[config.mk]
export PLATFORM = sky130hd
export DESIGN_NAME = sram_arbiter
export DESIGN_NICKNAME = d
export VERILOG_FILES = /design/src/rtl/sram_arbiter.sv
export SDC_FILE = /design/constraint.sdc
export NUM_CORES = 1
export LEC_CHECK = 0
export BUFFER_PORTS_ARGS = -buffer_cell sky130_fd_sc_hd__buf_2
export CORE_MARGIN = 8
export CORE_UTILIZATION = 30
export CTS_CLUSTER_SIZE = 8
export DETAILED_ROUTE_END_ITERATION = 12
export PLACE_DENSITY = 0.65
export SYNTH_ARGS = -nofsm -noshare
export SYNTH_HDL_FRONTEND = slang
export SYNTH_SLANG_ARGS = --single-unit
[constraint.sdc]
create_clock -name clk -period 1.5 [get_ports clk]
set_input_delay 0.075 -clock clk [delete_from_list [all_inputs] [get_ports clk]]
set_output_delay 0.075 -clock clk [all_outputs]
set_load 0.02 [all_outputs]
[src/rtl/sram_arbiter.sv]
// Shares one SRAM controller among NUM_CLIENTS requesters; client 0 (display) can take strict priority, bounded by a starvation guard.
// Latency: gnt one cycle after req is seen in IDLE, done one cycle after mem_ready; clients are held off by keeping req high until their gnt.
module sram_arbiter #(
  parameter int NUM_CLIENTS  = 2,
  parameter int ADDR_W       = 18,
  parameter int DATA_W       = 16,
  parameter int STARVE_LIMIT = 64
) (
  input  logic                          clk,
  input  logic                          reset,
  input  logic                          display_window,
  input  logic [NUM_CLIENTS-1:0]        req,
  input  logic [NUM_CLIENTS-1:0]        we,
  input  logic [NUM_CLIENTS*ADDR_W-1:0] addr,
  input  logic [NUM_CLIENTS*DATA_W-1:0] wdata,
  output logic [NUM_CLIENTS-1:0]        gnt,
  output logic [NUM_CLIENTS-1:0]        done,
  output logic [DATA_W-1:0]             rdata,
  output logic [ADDR_W-1:0]             mem_addr,
  output logic [DATA_W-1:0]             mem_wdata,
  output logic                          mem_read,
  output logic                          mem_write,
  input  logic                          mem_ready,
  input  logic [DATA_W-1:0]             mem_rdata,
  output logic                          busy
);

  localparam int IDX_W = $clog2(NUM_CLIENTS);
  localparam int CNT_W = $clog2(STARVE_LIMIT + 1);
  localparam logic [CNT_W-1:0] LIMIT = CNT_W'(STARVE_LIMIT);

  typedef enum logic [1:0] {IDLE, ISSUE, WAIT} state_t;

  state_t             state, state_nxt;
  logic [IDX_W-1:0]   winner, last_grant, rr_idx, sel;
  logic               we_q, rr_found, others, pick0, grant;
  logic [CNT_W-1:0]   starve_cnt;
  int                 cand;

  assign others = |req[NUM_CLIENTS-1:1];
  assign pick0  = display_window && req[0] && (starve_cnt < LIMIT);
  assign sel    = pick0 ? '0 : rr_idx;
  assign grant  = (state == IDLE) && (|req);

  // Round-robin search starting just after the previous winner.
  always_comb begin
    rr_idx   = '0;
    rr_found = 1'b0;
    cand     = 0;
    for (int k = 1; k <= NUM_CLIENTS; k++) begin
      cand = (int'(last_grant) + k) % NUM_CLIENTS;
      if (!rr_found && req[IDX_W'(cand)]) begin
        rr_found = 1'b1;
        rr_idx   = IDX_W'(cand);
      end
    end
  end

  always_ff @(posedge clk) begin
    if (reset) state <= IDLE;
    else       state <= state_nxt;
  end

  always_comb begin
    state_nxt = state;
    gnt       = '0;
    mem_read  = 1'b0;
    mem_write = 1'b0;
    busy      = (state != IDLE);
    case (state)
      IDLE:  if (|req) state_nxt = ISSUE;
      ISSUE: begin
        state_nxt   = WAIT;
        gnt[winner] = 1'b1;
        mem_read    = ~we_q;
        mem_write   = we_q;
      end
      WAIT:  if (mem_ready) state_nxt = IDLE;
      default: state_nxt = IDLE;
    endcase
  end

  always_ff @(posedge clk) begin
    if (reset) begin
      winner     <= '0;
      we_q       <= 1'b0;
      mem_addr   <= '0;
      mem_wdata  <= '0;
      rdata      <= '0;
      done       <= '0;
      starve_cnt <= '0;
      last_grant <= IDX_W'(NUM_CLIENTS - 1);
    end else begin
      done <= '0;
      if (grant) begin
        winner     <= sel;
        last_grant <= sel;
        we_q       <= we[sel];
        mem_addr   <= ADDR_W'(addr >> (sel * ADDR_W));
        mem_wdata  <= DATA_W'(wdata >> (sel * DATA_W));
      end
      if (state == WAIT && mem_ready) begin
        done <= NUM_CLIENTS'(1) << winner;
        if (!we_q) rdata <= mem_rdata;
      end
      // The guard only counts display grants that actually made someone else wait.
      if (!others)
        starve_cnt <= '0;
      else if (grant && sel == '0)
        starve_cnt <= (starve_cnt == LIMIT) ? LIMIT : starve_cnt + 1'b1;
      else if (grant)
        starve_cnt <= '0;
    end
  end

endmodule

Word level (Yosys, flattened, before mapping)
Index checks and enable logic that the tools add are counted.
{"block": "op_classes", "addsub": 3, "mul": 1, "n_lt_le_gt_ge": 6, "n_eq_ne": 5, "shifts": 3, "mux": 21, "n_bitwise": 4, "reduce_logical": 16}
{"operator": "$shr 36x6->18", "n": 1}
{"operator": "$shr 32x5->16", "n": 1}
{"operator": "$mux 7", "n": 3}
{"operator": "$mux 1", "n": 13}
{"operator": "$add 7x1->7 const B", "n": 1}
{"operator": "$eq 7x7->1 const B", "n": 1}
{"operator": "$logic_and 1x1->1", "n": 7}
{"operator": "$lt 7x7->1 const B", "n": 1}
{"operator": "$lt 1x3->1 const B", "n": 2}
{"operator": "$mux 2", "n": 3}
{"operator": "$pmux 2 s3", "n": 1}
{"operator": "$reduce_or 2->1", "n": 3}
{"operator": "$mul 1x4->5 const B", "n": 1}
{"operator": "$lt 1x2->1 const B", "n": 2}
{"operator": "$not 1->1", "n": 4}
{"operator": "$reduce_and 2->1", "n": 2}
{"operator": "$reduce_bool 2->1", "n": 2}
{"operator": "$add 1x1->1 const B", "n": 2}
{"operator": "$eq 2x1->1 const B", "n": 1}
{"operator": "$eq 2x2->1 const B", "n": 1}
{"operator": "$logic_not 2->1", "n": 1}
{"operator": "$ne 2x1->1 const B", "n": 1}
{"operator": "$ne 2x2->1 const B", "n": 1}
{"operator": "$shl 1x1->2 const A", "n": 1}
{"operator": "other kinds (3)", "n": 3}
{"block": "totals", "regBits": 64, "input_bits": 92}

Longest topological paths before layout
{"block": "depth", "word_depth": 12, "ltp_mapped": 6, "ltp_nobuf": 6}

Least setup slack after synthesis
OpenSTA, ideal clock, no wires.
{"block": "synth_path", "path_kind": "reg-to-reg", "from": "reg state[0]", "to": "reg starve_cnt[6]", "setup_ns": 0.070, "arrival_time_ns": 1.491, "setup_slack_ns": -0.061, "path_stages_with_launch": 6, "n_path_buf": 1, "path_cell_list": "dfxtp_1 -> or2_1 -> or2_0 -> clkbuf_1 -> or4_1 -> a21oi_1"}
{"block": "synth_via", "elab_chain_len": 4, "word_cells_on_any_way": 5, "classes_between": "1 x mux; 4 x reduce/logical"}
{"element": "start: declaration", "line": "34", "text": "state_t state, state_nxt;"}
{"element": "start signal: assignment", "line": "61", "text": "else state <= state_nxt;"}
{"element": "$logic_not 2->1 (*)", "line": "43", "text": "assign grant = (state == IDLE) && (|req);"}
{"element": "$logic_and 1x1->1 (*)", "line": "43"}
{"element": "$logic_and 1x1->1", "line": "109", "text": "else if (grant && sel == '0)"}
{"element": "$mux 7 or $reduce_bool 2->1 (tied branches)"}
{"element": "end signal: assignment", "line": "110", "text": "starve_cnt <= (starve_cnt == LIMIT) ? LIMIT : starve_cnt + 1'b1;"}
{"element": "end: declaration", "line": "37", "text": "logic [CNT_W-1:0] starve_cnt;"}
Mark *: on every way between the ends. The rest lies on a longest branch, timed or not.
A chain may end at the register's enable or synchronous reset.

Worst setup path after layout
{"block": "layout_path", "from": "reg starve_cnt[0]", "to": "reg starve_cnt[6]"}
{"block": "layout_via", "elab_chain_len": 6, "word_cells_on_any_way": 10, "classes_between": "1 x add/sub; 1 x order compare; 1 x eq/ne; 3 x mux; 1 x bitwise; 3 x reduce/logical"}
{"element": "$lt 7x7->1", "line": "41", "text": "assign pick0 = display_window && req[0] && (starve_cnt < LIMIT);"}
{"element": "$logic_and 1x1->1", "line": "41"}
{"element": "$mux 1", "line": "42", "text": "assign sel = pick0 ? '0 : rr_idx;"}
{"element": "$not 1->1", "line": "109"}
{"element": "$logic_and 1x1->1", "line": "109"}
{"element": "$mux 7 or $reduce_bool 2->1 (tied branches)"}
Parallel ways exist; a longest one is shown, timed or not.

==> impl_metrics.ini <==
[route]
detail_route.drc_violations = 0
total_detailed_routing_wirelength_mm = 8.58
post_drt_via_cell_ratio = 4.71
vias = 2776
drt_first_pass_iters = 4
first_iteration_detailed_routing_drc_count = 108
antenna_left = 0
wl_per_cell_um = 14.5

[min_path]
holdCritPathClass = primary input to register
timing.hold.worst.start = mem_ready
min_to = state[1]
worst_hold_path.num_cells = 3

[status]
result_of_the_run = completed

[power_and_ir_drop]
total_leakage_power_uw = 0.00181
power_frac_comb_pct = 20.7
power_uw = 4610
power.internal_uw = 3350
p_per_area_nw_per_um2 = 1130
sw_ratio_pct = 27.3
netSwitchingPower_uw = 1260
vdd_ir_drop_max_mv = 0.508
clock_power_share_pct = 37.9
power.sequential.fraction_pct = 41.4

[grt]
track_usage_pct = 13.0
grt_max_degree = 74
grt_remaining_overflow = 0
wire_length_of_the_first_global_routing_pass_mm = 13.3
initial_antenna_violation_count = 0
first_global_vias = 2778

[worst_setup_path]
required_ns = 1.76
r2r_slack_ns = 0.04
r2r-start = starve_cnt[0]
timing.critical_path.from_type = register
critical_path_capture_point_type = register
crit_path_max_fanout = 4
critPathArrivalTime_ns = 1.72
worst-r2r-cell-count = 5
critical_path_start_end_classification = register to register
worstReg2RegEnd = starve_cnt[6]

[floorplanning]
die_y_um = 111
fp.dieArea_um2 = 12300
floorplan.rows = 34
fp.dieW_um = 111
start_util_pct = 31.0
ioPinCount = 149
std_cell_core_area_um2 = 8720

[place]
port_buffers = 148
place.detailed.instances = 557
preCtsSetupSlack_ns = 0.00589
place.gp.congestion = 0.811
postPlaceCellArea_um2 = 3620
hpwlAfterDp_mm = 6.28

[final_layout]
final_net_count = 572
final-instance-count-excl-fill = 590
final_cell_mix = buf_2 (148), dfxtp_1 (61), nor2_1 (42), nand2_1 (42)
num-fill-cells = 838
syn2layout_area_growth_pct = 51.4
drive_above_1_share_pct = 39.6
layout.cells.most_common = buf_2
regArea_um2 = 1290
multi_input_logic_area_um2 = 1350
design_area_um2 = 4090
antenna_cells = 0

[clock_network]
tritoncts.num_buffers = 9
worst_setup_hold_path_clk_slew_ns = 0.07
cts.htree.levels = 3
clockBufferDepth = 2
cts-root-buf = clkbuf_8
insertion_delay_ns = 0.33
tritoncts = done
num_clock_sinks = 64

[yosys]
synth-seq-cells = 64
synth.avg_cell_area_um2 = 8.75
synthesis.nets = 403
synthesis.yosys.warnings = 0
netlist_area_before_placement_um2 = 2700
yosysSeqAreaShare_pct = 47.4
synth_cells = 309
synth.distinct_cells = 31

[sta]
maxClockFrequency_ghz = 0.684
tightest_slew_ns = 0.325
slew_headroom_pct = 78.3
final_max_slew_viol_count = 0
post-route-period-util_pct = 97.4
finalWorstPathRequiredPeriod_ns = 1.46
report.final.hold_viol_count = 0
final_critical_path_setup_slack_ns = 0.0390
skew_ns = 0.00939
finalSetupViolations = 0
timing.setup.tns_ns = 0

[run]
drv_cap = 0
timing repair:
item                                   CTS  global route
buffers inserted                         0             1
gates cloned                             0             1
endpoints found under the hold margin   16             0
resized for setup                        2            12
pin swaps                                0             4
setup endpoints to repair                1            28
hold buffers                            16             0
cell type report:
type                            count  area share [%]
Tap cell                          108            3.30
Clock inverter                      2            1.47
Sequential cell                    64            31.5
Inverter                            4           0.367
Timing Repair Buffer              180            26.1
Multi-Input combinational cell    219            33.0
Clock buffer                       13            4.37
logic make-up (layout without fill, tap and decap cells):
family                     count (synthesis)  after routing  share of synthesized area, %
AOI/OAI and AO/OA                         69             69                          16.3
adders and majority gates                  2              2                         0.925
buffers and inverters                     26            199                          4.12
DFF                                       64             64                          47.4
muxes                                     35             35                          13.0
and+or+nand+nor                          113            113                          18.3
flip-flops by register name, indices dropped and copies added (netlist names):
register,cells
rdata,16
we_q,1
state,2
starve_cnt,7
winner,1
done,2
mem_wdata,16
mem_addr,18
last_grant,1
power by group through the flow:
stage | clock (uW) | sequential, uW | combinational, uW
4_1_cts | 1810 | 1910 | 925
3_3_place_gp | 0 | 1940 | 881
6_report | 1740 | 1910 | 953
3_5_place_dp | 0 | 1940 | 893
5_1_grt | 1890 | 1930 | 1040
2_1_floorplan | 0 | 2090 | 383
Yosys cell counts (all sizes together):
| cell | number | area, um2 |
|---|---|---|
| dfxtp | 64 | 1280 |
| nor2 | 43 | 164 |
| nand2 | 42 | 158 |
| a211oi | 35 | 263 |
| mux2i | 35 | 350 |
| a21oi | 26 | 130 |
| buf | 11 | 55.1 |
| clkbuf | 11 | 41.3 |
| nand3 | 5 | 25.0 |
| o21ai | 5 | 25.0 |
| inv | 4 | 15.0 |
| nand2b | 4 | 25.0 |
| nor3 | 4 | 20.0 |
| and2 | 3 | 18.8 |
| nor2b | 3 | 18.8 |
| ha | 2 | 25.0 |
| or2 | 2 | 12.5 |
| a22oi | 1 | 7.51 |
| a32oi | 1 | 8.76 |
| and3 | 1 | 6.26 |
| nand3b | 1 | 7.51 |
| nor3b | 1 | 7.51 |
| nor4 | 1 | 6.26 |
| nor4b | 1 | 8.76 |
| o21a | 1 | 7.51 |
| or3b | 1 | 8.76 |
| or4 | 1 | 7.51 |
critical path: stages, from the launching register on:
cell and delay (ns):
dfxtp_4 0.37, ha_4 0.13, and3_4 0.18, nand3_1 0.08, or4_4 0.50, a21oi_2 0.13
per-layer routing:
| layer | vias to the layer above | global-route usage (%) | part of all wire [%] |
|---|---|---|---|
| met5 | - | 0 | 0 |
| met4 | 0 | 5.68 | 1.2 |
| met3 | 10 | 6.55 | 10 |
| met2 | 124 | 20.8 | 44 |
| met1 | 1229 | 14.0 | 45 |
| li1 | 1413 | - | - |
metrics by stage:
step	utilization (%)	hold slack, ns
final	46.9	0.0312
after global routing	46.9	0.0318
after CTS	46.1	0.0105
after detailed placement	41.5	0.328
after global placement	41.5	0.320
after floorplan	-	0.211
worst max-delay path by stage:
| stage | from | endpoint | slack, ns | depth (start not counted) |
|---|---|---|---|---|
| final | starve_cnt[0] | starve_cnt[6] | 0.04 | 5 |
| after global placement | starve_cnt[0] | starve_cnt[6] | 0.04 | 5 |
| after floorplan | starve_cnt[0] | starve_cnt[6] | 0.06 | 5 |
| after global routing | starve_cnt[0] | starve_cnt[6] | -0.008 | 5 |
| after detailed placement | starve_cnt[0] | starve_cnt[6] | 0.006 | 5 |
| after CTS | starve_cnt[0] | starve_cnt[6] | 0.03 | 5 |
(Power assumes the default switching activity.)
